--- config.mk ---
export PLATFORM = sky130hd
export DESIGN_NAME = pipe_stage
export DESIGN_NICKNAME = d
export VERILOG_FILES = /design/src/rtl/pipe_pkg.sv /design/src/rtl/pipe_slot.sv /design/src/rtl/pipe_stage.sv
export SDC_FILE = /design/constraint.sdc
export NUM_CORES = 1
export LEC_CHECK = 0
export CAP_MARGIN = 10
export CORE_ASPECT_RATIO = 0.7
export CORE_UTILIZATION = 37
export DETAILED_ROUTE_END_ITERATION = 10
export PLACE_DENSITY = 0.79
export RECOVER_POWER = 50
export SYNTH_ARGS = -nofsm -noshare
export SYNTH_HDL_FRONTEND = slang
export SYNTH_HIERARCHICAL = 1
export SYNTH_SLANG_ARGS = --single-unit
--- constraint.sdc ---
create_clock -name clk -period 1.3 [get_ports clk]
set_input_delay 0.13 -clock clk [delete_from_list [all_inputs] [get_ports clk]]
set_output_delay 0.13 -clock clk [all_outputs]
set_load 0.02 [all_outputs]
--- src/rtl/pipe_pkg.sv ---
// Shared types and constants for pipe_stage and its payload slots.
// Optional two-entry skid mode is selected by PIPE_STAGE_SKID_EN.
package pipe_pkg;

  typedef enum logic [1:0] {
    ST_EMPTY = 2'd0,
    ST_FULL  = 2'd1,
    ST_SKID  = 2'd2
  } pipe_state_e;

  localparam int OCC_W = 2;

  // Bubble payload fill bit; all-zero is the MIPS "sll $0,$0,0" encoding.
  localparam logic NOP_DEFAULT_BIT = 1'b0;

  function automatic logic [OCC_W-1:0] occ_of(input pipe_state_e s);
    case (s)
      ST_FULL: return 2'd1;
      ST_SKID: return 2'd2;
      default: return 2'd0;
    endcase
  endfunction

endpackage

--- src/rtl/pipe_slot.sv ---
// One payload register: clear-to-bubble beats load, otherwise hold.
module pipe_slot
  import pipe_pkg::*;
#(
  parameter int                DATA_W  = 32,
  parameter logic [DATA_W-1:0] NOP_VAL = {DATA_W{NOP_DEFAULT_BIT}}
) (
  input  logic              clk,
  input  logic              clear,
  input  logic              load,
  input  logic [DATA_W-1:0] d,
  output logic [DATA_W-1:0] q
);

  logic [DATA_W-1:0] data_q;
  logic [DATA_W-1:0] data_d;

  always_comb begin
    data_d = data_q;
    if (clear) begin
      data_d = NOP_VAL;
    end else if (load) begin
      data_d = d;
    end
  end

  always_ff @(posedge clk) begin
    data_q <= data_d;
  end

  assign q = data_q;

endmodule

--- src/rtl/pipe_stage.sv ---
// Pipeline stage register with valid/ready handshake and flush.
// Define PIPE_STAGE_SKID_EN for the two-entry skid buffer with registered in_ready.
module pipe_stage
  import pipe_pkg::*;
#(
  parameter int                DATA_W  = 32,
  parameter logic [DATA_W-1:0] NOP_VAL = {DATA_W{NOP_DEFAULT_BIT}}
) (
  input  logic              clk,
  input  logic              clr,
  input  logic              flush,
  input  logic              in_valid,
  output logic              in_ready,
  input  logic [DATA_W-1:0] in_data,
  output logic              out_valid,
  input  logic              out_ready,
  output logic [DATA_W-1:0] out_data,
  output logic [OCC_W-1:0]  occupancy
);

  pipe_state_e       state_q;
  pipe_state_e       state_d;
  logic              accept;
  logic              drain;
  logic              main_load;
  logic              main_clear;
  logic [DATA_W-1:0] main_src;
  logic [DATA_W-1:0] main_q;

`ifdef PIPE_STAGE_SKID_EN
  logic              skid_load;
  logic              skid_clear;
  logic [DATA_W-1:0] skid_q;
  logic              in_ready_q;
  logic              in_ready_d;

  assign in_ready = in_ready_q;
`else
  // Single slot: a full stage can only take a beat while it is draining one.
  assign in_ready = ~out_valid | out_ready;
`endif

  assign out_valid = (state_q != ST_EMPTY);
  assign out_data  = main_q;
  assign occupancy = occ_of(state_q);
  assign accept    = in_valid & in_ready;
  assign drain     = out_valid & out_ready;

  always_comb begin
    state_d    = state_q;
    main_load  = 1'b0;
    main_clear = 1'b0;
    main_src   = in_data;
`ifdef PIPE_STAGE_SKID_EN
    skid_load  = 1'b0;
    skid_clear = 1'b0;
`endif
    if (clr | flush) begin
      state_d    = ST_EMPTY;
      main_clear = 1'b1;
`ifdef PIPE_STAGE_SKID_EN
      skid_clear = 1'b1;
`endif
    end else begin
      case (state_q)
        ST_EMPTY: begin
          if (accept) begin
            state_d   = ST_FULL;
            main_load = 1'b1;
          end
        end
        ST_FULL: begin
          if (accept & drain) begin
            main_load = 1'b1;
          end else if (drain) begin
            state_d    = ST_EMPTY;
            main_clear = 1'b1;
          end
`ifdef PIPE_STAGE_SKID_EN
          else if (accept) begin
            state_d   = ST_SKID;
            skid_load = 1'b1;
          end
`endif
        end
`ifdef PIPE_STAGE_SKID_EN
        ST_SKID: begin
          // Older beat leaves; the parked beat moves up to the output slot.
          if (drain) begin
            state_d    = ST_FULL;
            main_load  = 1'b1;
            main_src   = skid_q;
            skid_clear = 1'b1;
          end
        end
`endif
        default: state_d = ST_EMPTY;
      endcase
    end
`ifdef PIPE_STAGE_SKID_EN
    in_ready_d = (state_d != ST_SKID);
`endif
  end

  always_ff @(posedge clk) begin
    if (clr) begin
      state_q <= ST_EMPTY;
`ifdef PIPE_STAGE_SKID_EN
      in_ready_q <= 1'b1;
`endif
    end else begin
      state_q <= state_d;
`ifdef PIPE_STAGE_SKID_EN
      in_ready_q <= in_ready_d;
`endif
    end
  end

  pipe_slot #(
    .DATA_W  (DATA_W),
    .NOP_VAL (NOP_VAL)
  ) u_main (
    .clk   (clk),
    .clear (main_clear),
    .load  (main_load),
    .d     (main_src),
    .q     (main_q)
  );

`ifdef PIPE_STAGE_SKID_EN
  pipe_slot #(
    .DATA_W  (DATA_W),
    .NOP_VAL (NOP_VAL)
  ) u_skid (
    .clk   (clk),
    .clear (skid_clear),
    .load  (skid_load),
    .d     (in_data),
    .q     (skid_q)
  );
`endif

endmodule
==> results of run 1 <==
-- cell type report --
cell class,instances,area [µm²],area share [%]
Timing Repair Buffer,81,841,39.2
Sequential cell,33,662,30.8
Multi-Input combinational cell,71,507,23.6
Clock buffer,7,86.3,4.02
Tap cell,38,47.5,2.21
Inverter,1,3.75,0.175
-- Yosys cell counts --
| master | n |
|---|---|
| dfxtp_1 | 33 |
| and3_1 | 1 |
| clkbuf_1 | 3 |
| nand2b_4 | 1 |
| inv_1 | 1 |
| buf_12 | 3 |
| mux2i_1 | 32 |
| a21boi_2 | 1 |
| buf_6 | 1 |
| conb_1 | 1 |
| nor2_1 | 33 |
| buf_4 | 2 |
| nand2_1 | 1 |
| o21ai_1 | 1 |
-- cells by family after synthesis --
family / synth area share [%]
AND/OR/NAND/NOR: 11.8
flip-flops: 52.9
multiplexers: 25.6
buffers and inverters: 8.11
AO/OA/AOI/OAI: 1.30
other: 0.300
-- worst max-delay path: stages, from the launching register on --
cell	delay [ps]
dfxtp_2	340
nand2b_4	70
and3_4	300
buf_12	160
mux2i_2	230
nor2_1	70
-- worst min path at each step --
stage	slack, ps	to	depth (start not counted)	from
3_5_place_dp	490	u_main/q[21]$_SDFFE_PP0P_	2	u_main/q[21]$_SDFFE_PP0P_
6_report	290	state_q[0]$_SDFFE_PP0P_	4	out_ready
2_1_floorplan	260	state_q[0]$_SDFFE_PP0P_	2	in_valid
4_1_cts	470	u_main/q[1]$_SDFFE_PP0P_	3	in_data[1]
5_1_grt	320	state_q[0]$_SDFFE_PP0P_	4	flush
3_3_place_gp	470	u_main/q[2]$_SDFFE_PP0P_	2	u_main/q[2]$_SDFFE_PP0P_
-- registers in the layout, indices dropped and copies added (netlist names) --
name and count:
state_q 1, u_main/q 32
-- through the flow --
| stage | hold WS [ps] | util [%] |
|---|---|---|
| final | 286 | 67.3 |
| after floorplan | 259 | - |
| after global placement | 474 | 62.3 |
| after CTS | 467 | 63.6 |
| after detailed placement | 486 | 62.3 |
| after global routing | 318 | 67.3 |
-- power groups by stage --
stage                     Combinational (mW)  Clock (mW)  Sequential (mW)
after floorplan                        0.104           0             1.08
after detailed placement               0.277           0             1.06
after CTS                              0.267       0.761             1.04
after global placement                 0.270           0             1.06
after global routing                   0.313       0.807             1.04
final                                  0.297       0.756             1.04
-- metal layers --
| metal | GRT usage (%) | vias to the layer above | wire length, µm |
|---|---|---|---|
| met3 | 6.43 | 7 | 200 |
| met1 | 19.0 | 499 | 1490 |
| met2 | 30.3 | 41 | 1630 |
| li1 | - | 525 | - |
| met5 | 0 | - | 0 |
| met4 | 8.82 | 0 | 54 |
-- repair_timing --
| item | in CTS | in global routing |
|---|---|---|
| cloned | 0 | 4 |
| endpoints found under the setup margin | 40 | 24 |
| gates resized for setup | 35 | 9 |
| hold endpoints to repair | 0 | 0 |
| pin swaps | 0 | 2 |
-- cell usage in the layout (no fill, tap or decap), drive strengths merged, types with 2 or more instances in the layout --
| master | n |
|---|---|
| mux2i | 32 |
| clkbuf | 10 |
| dfxtp | 33 |
| dlygate4sd2 | 35 |
| clkdlybuf4s50 | 34 |
| buf | 7 |
| dlymetal6s2s | 2 |
| nor2 | 33 |
==> key figures, run 1 <==
Route
  – Drt total wl: between 3000 and 4000 µm
  – Avg WL per Cell: around 15 µm
  – DR iter-0 viols: between 40 and 50
  – Final antenna-violating net count: 0
  – DRC viols: 0
  – Total number of vias: roughly 1,100
  – TritonRoute pass-1 iters: 4
  – Vias per Instance: 4.64

Yosys
  – Top cells by area, synth: dfxtp_1 53%, mux2i_1 26%, nor2_1 9.9%, buf_12 4.8%, buf_4 1.2%
  – Share of the synthesized area in the top cell type: between 50% and 60%
  – Average size of a mapped cell: 11.0 µm²
  – Synth Warn #: 6
  – Syn Nets: roughly 150
  – Synth Cell Area: approximately 1200 µm²
  – #FFs+latches synth: 33
  – Sequential-to-total area share from yosys stat: between 50% and 60%
  – Synth Instances: approximately 110
  – Cell taking the most area after synthesis: dfxtp_1
  – Post-synth cell types: 14

Placed design
  – PortBufs: 71
  – Global placement routability congestion: roughly 0.75
  – Placement-stage cell area: roughly 2000 µm²
  – Place WS: -292 ps
  – HPWL Detailed: about 2300 µm
  – Placed cell count: 220

Timing
  – Period utilization: around 99%
  – Worst Setup Slack, final: roughly 7.9 ps
  – Final setup viols: 0
  – Final Hold Viols: 0
  – Tmin final: around 1300 ps
  – Fmax: ~770 MHz
  – Skew final: 4.11 ps
  – Fin. max-slew vios: 0
  – RSZ-0062 raised after global routing: yes
  – Setup TNS: 0 ps

Clocking
  – CTS clk-pin slew, worst paths: approximately 60 ps
  – Max clock buf depth: 2
  – Cts hold-fix bufs: 0
  – Clock Sinks: 33
  – TritonCTS Buffers: 5
  – CTS tree: built
  – Post-CTS Setup Inserts: 0
  – Clk_lat worst skew: 270 ps
  – H-tree depth: 2
  – Clock Root Buffer: clkbuf_8

Floorplan
  – Initial core utilization: roughly two fifths
  – DIE WIDTH: approximately 71 µm
  – Core area: between 3000 and 4000 µm²
  – Chip height: a little over 50 µm
  – Die ar.: 3620 µm²
  – Std cell rows: 17
  – # IOs: 73

Critical path
  – Maximum fanout along the worst path: 6
  – CP arrival: 1450 ps
  – Worst flop-to-flop path startpoint: state_q[0]$_SDFFE_PP0P_
  – R2R Setup Slk: a little under 8 ps
  – Capture point of the worst path: u_main/q[24]$_SDFFE_PP0P_
  – Worst Path Required: between 1000 and 1500 ps
  – Length in cells of the worst reg-to-reg path: 5
  – Setup crit start: state_q[0]$_SDFFE_PP0P_
  – Reg2reg end: u_main/q[24]$_SDFFE_PP0P_
  – Startpoint types: flip-flop
  – CP endpoint kind: flip-flop
  – Crit path kind: reg2reg

Layout
  – Area Growth Syn to Fin: 71.8%
  – Number of diodes: 0
  – Fillers: between 200 and 300
  – Fraction of layout cells with a size suffix above 1: between 10% and 20%
  – Cell area after layout: roughly 2100 µm²
  – Nets: between 200 and 250
  – Layout Cells excl Fill: around 230

Min path
  – Hold crit path type: in2reg

Power and ir drop
  – Total power: between 2 and 2.5 mW
  – Peak supply drop: between 0.0006 and 0.0007 V
  – Psw: roughly 0.46 mW
  – Clock Power Share: a little over a third
  – Sw Share: 21.9%
  – Sequential power share: between 40% and 50%
  – Pwr Density: between 900 and 1000 nW/µm²
  – Internal power: 1.63 mW
  – Combinational share of power: 14.2%
  – P_leak: 0.955 nW

Run status
  – Status: completed

Global route
  – Antenna violations before repair: 0
  – First-pass GRT wire length: 4710 µm
  – Largest net degree at the start of global routing: 33
  – Global route overflow: 0
  – Total Routing Usage GR: between 10% and 20%
  – Vias in the first global route: around 1,100

Run
  – Max cap viols: 0
(Power assumes the default switching activity.)
==> run 2, diff against run 1 <==
MAX_ROUTING_LAYER = met4   (was default)
clock period = 1.25 ns   (was 1.3 ns; I/O delays follow)
==> key figures, run 2 (synthesis gave the netlist of run 1 again) <==
Run status
  – Status: completed

Floorplan
  – Chip height: between 50 and 60 µm
  – Initial core utilization: between 30% and 40%
  – # IOs: 73
  – DIE WIDTH: between 70 and 80 µm
  – Std cell rows: 17
  – Core area: between 3000 and 4000 µm²
  – Die ar.: approximately 3600 µm²

Run
  – Max cap viols: 0

Critical path
  – Maximum fanout along the worst path: 7
  – Slowest stage delay, CP: between 300 and 400 ps
  – CP endpoint kind: flip-flop
  – Top Family by Delay on Critical Path: simple AND/OR/NAND/NOR gates
  – Critical path's slowest cell: dfxtp_4
  – CP Cell Sequence: nand2b_4 -> and3_4 -> buf_12 -> buf_16 -> mux2i_1 -> nor2_1
  – Buf/Inv on CP: 2
  – CP arrival: 1410 ps
  – Worst Path Required: about 1400 ps
  – Startpoint types: flip-flop
  – Crit path kind: reg2reg

Layout
  – Number of diodes: 0
  – Area Growth Syn to Fin: 69.7%
  – Nets: 233
  – Fillers: 254
  – Highest-count cells in the layout ignoring fill and taps: 36 x dlygate4sd2_1, 35 x clkdlybuf4s50_1, 32 x nor2_1, 32 x dfxtp_1, 30 x mux2i_1
  – Fraction of layout cells with a size suffix above 1: between 10% and 20%
  – Utilization after layout: 66.5%
  – Commonest non-fill, non-tap cell in the layout: dlygate4sd2_1
  – Max reg flops: 32

Timing
  – Tmin final: between 1000 and 1500 ps
  – Final setup viols: 0
  – Setup TNS: 0 ps
  – Worst Setup Slack, final: 12.3 ps
  – Final Hold Viols: 0
  – Fin. max-slew vios: 0
  – Period utilization: just under 100%
  – Fmax: 808 MHz
  – Skew final: approximately 4.2 ps
  – RSZ-0062 raised after global routing: yes

Global route
  – First-pass GRT wire length: ~5000 µm
  – Total Routing Usage GR: a little under a fifth
  – Largest net degree at the start of global routing: 16
  – Global route overflow: 0
  – Antenna violations before repair: 0
  – Vias in the first global route: 1,086

Placed design
  – PortBufs: 71
  – Place WS: -361 ps
  – HPWL Detailed: ~2200 µm
  – Global placement routability congestion: 0.752

Clocking
  – Cts hold-fix bufs: 0
  – CTS clk-pin slew, worst paths: roughly 60 ps
  – TritonCTS Buffers: 5
  – Clock Sinks: 33
  – Clock Root Buffer: clkbuf_8
  – H-tree depth: 2
  – Clk_lat worst skew: 280 ps
  – CTS tree: built
  – Max clock buf depth: 2

Route
  – Drt total wl: between 3000 and 4000 µm
  – Total number of vias: 1,064
  – DR iter-0 viols: 7
  – Avg WL per Cell: around 13 µm
  – Vias per Instance: 4.53
  – DRC viols: 0
  – Final antenna-violating net count: 0
  – TritonRoute pass-1 iters: 4

Power and ir drop
  – Total power: between 2 and 2.5 mW
  – Pwr Density: approximately 1000 nW/µm²
  – P_leak: about 0.94 nW
  – Peak supply drop: 0.000581 V

Min path
  – Hold crit path type: in2reg
[run 2: cell count changes in the layout (fill, tap and decap cells not counted), sizes merged]
cell and change:
buf +6, clkbuf -4, clkdlybuf4s50 +1, clkinv +2, dlygate4sd2 +1, dlymetal6s2s -2
[run 2: worst register-to-register path, cell delays in order (launching register included)]
cell and delay (ps):
dfxtp_4 360, nand2b_4 70, and3_4 240, buf_12 120, buf_16 120, mux2i_1 180, nor2_1 60
[run 2: layout make-up]
| cell class | count | area, µm² | area share [%] |
|---|---|---|---|
| clock buffers | 6 | 72.6 | 3.42 |
| clock inverters | 2 | 10.0 | 0.472 |
| inverters | 1 | 3.75 | 0.177 |
| multi-input cells | 71 | 507 | 23.9 |
| flip-flops and latches | 33 | 664 | 31.3 |
| well taps | 38 | 47.5 | 2.24 |
| repair buffers | 84 | 816 | 38.5 |
[run 2: path summary, 6_finish.rpt]
path,from,to,cells after the start,slack [ps]
min,in_data[8],u_main/q[8]$_SDFFE_PP0P_,3,460
max reg2reg,state_q[0]$_SDFFE_PP0P_,u_main/q[7]$_SDFFE_PP0P_,6,10
max,state_q[0]$_SDFFE_PP0P_,u_main/q[7]$_SDFFE_PP0P_,6,10
min reg2reg,u_main/q[27]$_SDFFE_PP0P_,u_main/q[27]$_SDFFE_PP0P_,2,490
[run 2: repair_timing]
action / 4_1_cts / 5_1_grt
pin swaps: 0 / 5
endpoints found under the setup margin: 59 / 32
gates cloned: 2 / 0
setup buffers: 4 / 3
gates resized for setup: 39 / 5
[run 2: power by group]
group | switching (mW) | internal, mW
Sequential | 0.00846 | 1.07
Combinational | 0.114 | 0.188
Clock | 0.357 | 0.385
Total | 0.479 | 1.64
[run 2: stage by stage]
stage                     instance area (µm²)  hold WS (ps)  std cells
after floorplan                          1250           252        114
after global placement                   2000           471        221
after detailed placement                 2000           483        221
after CTS                                2140           377        235
after global routing                     2120           464        235
final                                    2120           461        235
[run 2: routing by layer]
| layer | track usage (%) | share of wire [%] | up-vias |
|---|---|---|---|
| li1 | - | - | 533 |
| met1 | 23.1 | 46 | 488 |
| met2 | 29.2 | 48 | 37 |
| met3 | 5.62 | 4.8 | 6 |
| met4 | 7.84 | 1.9 | 0 |
| met5 | - | 0 | - |
